===== config.mk =====
export PLATFORM = sky130hd
export DESIGN_NAME = fetch_unit
export DESIGN_NICKNAME = d
export VERILOG_FILES = /design/src/rtl/fetch_unit.sv
export SDC_FILE = /design/constraint.sdc
export NUM_CORES = 1
export LEC_CHECK = 0
export BUFFER_PORTS_ARGS = -buffer_cell sky130_fd_sc_hd__buf_4
export CORE_ASPECT_RATIO = 2
export CORE_MARGIN = 2
export CORE_UTILIZATION = 53
export DETAILED_ROUTE_END_ITERATION = 8
export HOLD_SLACK_MARGIN = 0.08
export PLACE_DENSITY = 0.85
export SYNTH_ARGS = -nofsm -noshare
export SYNTH_HDL_FRONTEND = slang
export SYNTH_SLANG_ARGS = --single-unit

===== constraint.sdc =====
create_clock -name clk -period 4.55 [get_ports clk]
set_input_delay 0.6825 -clock clk [delete_from_list [all_inputs] [get_ports clk]]
set_output_delay 0.6825 -clock clk [all_outputs]
set_load 0.1 [all_outputs]

===== src/rtl/fetch_unit.sv =====
// fetch_unit: RV32I instruction fetch stage.
// Holds the PC, drives the ROM word address and registers the fetched word
// into an IF/ID slot with a valid/ready handshake toward decode.
// Out-of-range fetches produce a single NOP fault entry and then halt until redirected.
// Optional build macro FETCH_MISALIGN_TRAP_EN: keep all 32 redirect bits and
// fault on a misaligned PC instead of silently aligning the redirect target.
module fetch_unit #(
  parameter logic [31:0] RESET_PC  = 32'h0000_0000,
  parameter int unsigned I_MEMSIZE = 100
) (
  input  logic        clk,
  input  logic        rst_n,
  output logic [29:0] imem_addr,
  input  logic [31:0] imem_rdata,
  input  logic        redirect_valid,
  input  logic [31:0] redirect_pc,
  input  logic        id_ready,
  output logic        if_valid,
  output logic [31:0] if_instr,
  output logic [31:0] if_pc,
  output logic [31:0] if_pc_plus4,
  output logic        fetch_fault
);

  localparam logic [31:0] RESET_PC_ALIGNED = {RESET_PC[31:2], 2'b00};
  localparam logic [31:0] NOP_INSTR        = 32'h0000_0013;
  localparam logic [31:0] MEM_WORDS        = 32'(I_MEMSIZE);

  typedef enum logic [1:0] {
    RUN   = 2'd0,
    FAULT = 2'd1,
    HALT  = 2'd2
  } state_t;

  state_t      state, state_next;
  logic [31:0] pc, pc_next, pc_inc;
  logic        valid_next, fault_next;
  logic [31:0] instr_next, slot_pc_next, plus4_next;
  logic [31:0] redirect_target;
  logic        load, out_of_range, misaligned, fetch_err;

  assign imem_addr = pc[31:2];
  assign pc_inc    = pc + 32'd4;

  // Next-state and next-slot decision: redirect first, then fetch/fault handling per state.
  always_comb begin
    state_next   = state;
    pc_next      = pc;
    valid_next   = if_valid;
    fault_next   = fetch_fault;
    instr_next   = if_instr;
    slot_pc_next = if_pc;
    plus4_next   = if_pc_plus4;

    load         = !if_valid || id_ready;
    out_of_range = {2'b00, pc[31:2]} >= MEM_WORDS;
`ifdef FETCH_MISALIGN_TRAP_EN
    misaligned      = pc[1:0] != 2'b00;
    redirect_target = redirect_pc;
`else
    misaligned      = 1'b0;
    redirect_target = redirect_pc & 32'hFFFF_FFFC;
`endif
    fetch_err = out_of_range || misaligned;

    if (redirect_valid) begin
      pc_next    = redirect_target;
      valid_next = 1'b0;
      fault_next = 1'b0;
      state_next = RUN;
    end else begin
      case (state)
        RUN: begin
          if (load) begin
            valid_next   = 1'b1;
            slot_pc_next = pc;
            plus4_next   = pc_inc;
            if (fetch_err) begin
              instr_next = NOP_INSTR;
              fault_next = 1'b1;
              state_next = FAULT;
            end else begin
              instr_next = imem_rdata;
              fault_next = 1'b0;
              pc_next    = pc_inc;
            end
          end
        end
        FAULT: begin
          if (id_ready) begin
            valid_next = 1'b0;
            state_next = HALT;
          end
        end
        HALT: begin
          valid_next = 1'b0;
        end
        default: begin
          valid_next = 1'b0;
          state_next = RUN;
        end
      endcase
    end
  end

  // State, PC and IF/ID slot registers with synchronous active-low reset.
  always_ff @(posedge clk) begin
    if (!rst_n) begin
      state       <= RUN;
      pc          <= RESET_PC_ALIGNED;
      if_valid    <= 1'b0;
      if_instr    <= NOP_INSTR;
      if_pc       <= RESET_PC_ALIGNED;
      if_pc_plus4 <= RESET_PC_ALIGNED + 32'd4;
      fetch_fault <= 1'b0;
    end else begin
      state       <= state_next;
      pc          <= pc_next;
      if_valid    <= valid_next;
      if_instr    <= instr_next;
      if_pc       <= slot_pc_next;
      if_pc_plus4 <= plus4_next;
      fetch_fault <= fault_next;
    end
  end

endmodule


==> metrics <==
minimum clock period=2.42 ns; die area=11000 um^2; layout cell share with drive strength beyond 1=0.316; Diodes inserted=0; count of pins over their slew limit=0; cell taking the most area after synthesis=dfxtp_1; largest net degree at the start of global routing=72; clk_lat worst skew=0.41 ns; Post-synth top flop=dfxtp_1; Compound-Gate Fraction of Synth Area=0.200; largest family of logic cells by synthesized area=simple AND/OR/NAND/NOR gates; Layout area overhead=36.4%; RSZ-0062 raised after global routing=false; sequential-to-total area share from yosys stat=0.470; detailed-route wire length=15800 um; #FFs+latches synth=126; achievable frequency=0.413 GHz; critical path startpoint=redirect_valid; post-DR wirelength/cell=17.2 um; gate count of the mapped netlist=618; r2r startpoint=state[1]$_SDFFE_PP0P_; Max-Cap Viols=0; RR Endpoint=pc[6]$_SDFFE_PN0P_; Comb power frac=0.213; Worst Path Max Fanout=44; worst r2r path cells=4; H-tree depth=4; mux contribution to synthesized area=0.00770; mean area per synthesized cell=8.68 um^2; XOR/XNOR Fraction of Synth Area=0.0212; clock skew=0.00541 ns; status=finished, final reports clean; CTS tree=yes; total gr overflow=0; post-CTS sizing=0; PortBufs=189; antenna violations before repair=0; final setup fails=0; CTS root buf=clkbuf_16; capture point of the worst path=pc[6]$_SDFFE_PN0P_; Leak=0.00292 uW; WP data arrival=2.74 ns; Critical Path RT=4.87 ns; Synth Area in Adders=0.00467; Cell Pwr Density=455 nW/um^2; HP Class=reg -> reg; Core ar.=9950 um^2; postcts setup bufs=0; gpl congestion=0.826; CP Launch Type=primary input; synth top area cells=dfxtp_1 (47%), nand2_1 (7.1%), a21oi_1 (6.4%), nand4_1 (4.8%), a22o_1 (3.6%); Routed Antenna Nets=0; clk slew on worst S/H paths=0.06 ns; Sequential Power Share=0.367; Final #Nets=842; drt drc=0; most common cell after layout, fill and taps aside=buf_4; synthesized area=5360 um^2; Net Switching=1100 uW; FP Rows=52; Power Total=3330 uW; FF-to-FF setup slack=2.16 ns; crit end category=flop; Cell variety after synth=54; Die Ht=146 um; Async S/R FF share, synth=0; Fin Setup TNS=0 ns; DR iter-0 viols=501; GRT Resource Usage Total=0.288; synthesis warning total=0; P_int=2230 uW; vias per cell=5.81; global-route wire length before repair=24800 um; routed vias=5343; TritonRoute pass-1 iters=5; simple-gate area share of the yosys netlist=0.228; Worst VDD drop=339 uV; sw frac=0.330; DIE WIDTH=75.1 um; Slew @ Worst Pin=1.14 ns; hold buffers post-CTS=0; dpl hpwl=10100 um; Ports=196; CTS sink cnt=126; Max-Slew Margin vs Limit=0.239; total CTS buffers=17; Longest Clk Path Bufs=2; Hold Vio Cnt, Final=0; initial core utilization=0.539; clock power share=0.420; share of the synthesized area in the top cell type=0.470; commonest non-fill, non-tap cells in the layout=buf_4 (196), dfxtp_1 (126), nand2_1 (102); WS Path Type=in -> reg; period utilization=0.532; number of flops mapped to enable cells by yosys=0; vias in the first global route=5038
sequential cells by signal, summed over array words and instances (netlist names):
register     count
fetch_fault      1
if_instr        32
if_pc           30
if_pc_plus4     30
if_valid         1
pc              30
state            2
critical path, cell delays in order:
cell	delay (ns)
buf_4	0.16
clkinv_1	0.16
nand3_2	0.75
or4_1	0.78
a31oi_1	0.21
routing by layer:
layer / global-route usage / up-vias / share of wire
met3: 0.0732 / 38 / 0.080
met4: 0.104 / 0 / 0.027
met5: 0 / - / 0
li1: - / 2564 / -
met1: 0.377 / 2477 / 0.41
met2: 0.450 / 264 / 0.48
kinds of logic after synthesis:
| group | count (synthesis) |
|---|---|
| fa+ha+maj | 2 |
| flops | 126 |
| simple gates | 231 |
| xor+xnor | 13 |
| buf+inv | 71 |
| mux | 4 |
| other cells | 1 |
| compound gates | 170 |
layout make-up:
cell class,instances,area [um^2]
multi-input combinational,424,2500
sequential,126,2520
tap,135,169
clock buffer,22,484
fill,743,2640
clock inverter,10,135
timing repair buffer,196,1470
inverter,7,26.3
per-stage QoR:
| stage | instances | util | setup WS, ns | hold slack (ns) | cell area (um^2) |
|---|---|---|---|---|---|
| CTS | 920 | 0.734 | 2.13 | 0.453 | 7310 |
| global route | 920 | 0.734 | 1.94 | 0.470 | 7310 |
| detailed placement | 888 | 0.672 | 1.71 | 0.446 | 6690 |
| global placement | 888 | 0.672 | 1.77 | 0.439 | 6690 |
| floorplan | 621 | - | 2.08 | 0.454 | 5370 |
| finish | 920 | 0.734 | 2.13 | 0.451 | 7310 |
power by group through the flow:
stage / Combinational (uW) / Clock [uW] / Sequential (uW)
after global placement: 701 / 0 / 1240
final: 710 / 1400 / 1220
after CTS: 709 / 1410 / 1220
after global routing: 739 / 1450 / 1230
after detailed placement: 706 / 0 / 1240
after floorplan: 196 / 0 / 1580
how the worst min path moves through the flow:
stage	start	end	slack, ns	cells past startpoint
detailed placement	if_instr[28]$_SDFFE_PN0P_	if_instr[28]$_SDFFE_PN0P_	0.45	2
global placement	if_instr[27]$_SDFFE_PN0P_	if_instr[27]$_SDFFE_PN0P_	0.44	2
floorplan	state[1]$_SDFFE_PP0P_	if_valid$_SDFFE_PP0P_	0.45	1
CTS	if_instr[28]$_SDFFE_PN0P_	if_instr[28]$_SDFFE_PN0P_	0.45	2
finish	if_instr[28]$_SDFFE_PN0P_	if_instr[28]$_SDFFE_PN0P_	0.45	2
global route	redirect_pc[16]	pc[16]$_SDFFE_PN0P_	0.47	2
synthesized netlist by cell type (2+ instances only):
master	count
and4_1	6
and2_1	5
buf_2	30
a22o_1	22
clkbuf_1	21
nor3_1	4
a21oi_1	69
a31oi_1	15
o311ai_0	5
buf_6	5
o31ai_1	11
ha_1	2
mux2i_1	3
buf_4	5
nor4_2	4
a211oi_1	10
xnor2_1	5
nor4_1	9
and3_1	5
nand2_1	102
a311oi_1	2
dfxtp_1	126
inv_1	5
xor2_1	8
or4_1	12
o21ai_0	29
buf_1	3
nor2_1	15
nand4_1	41
nand3_1	15
Note: power is estimated with default switching activity, not from simulation.
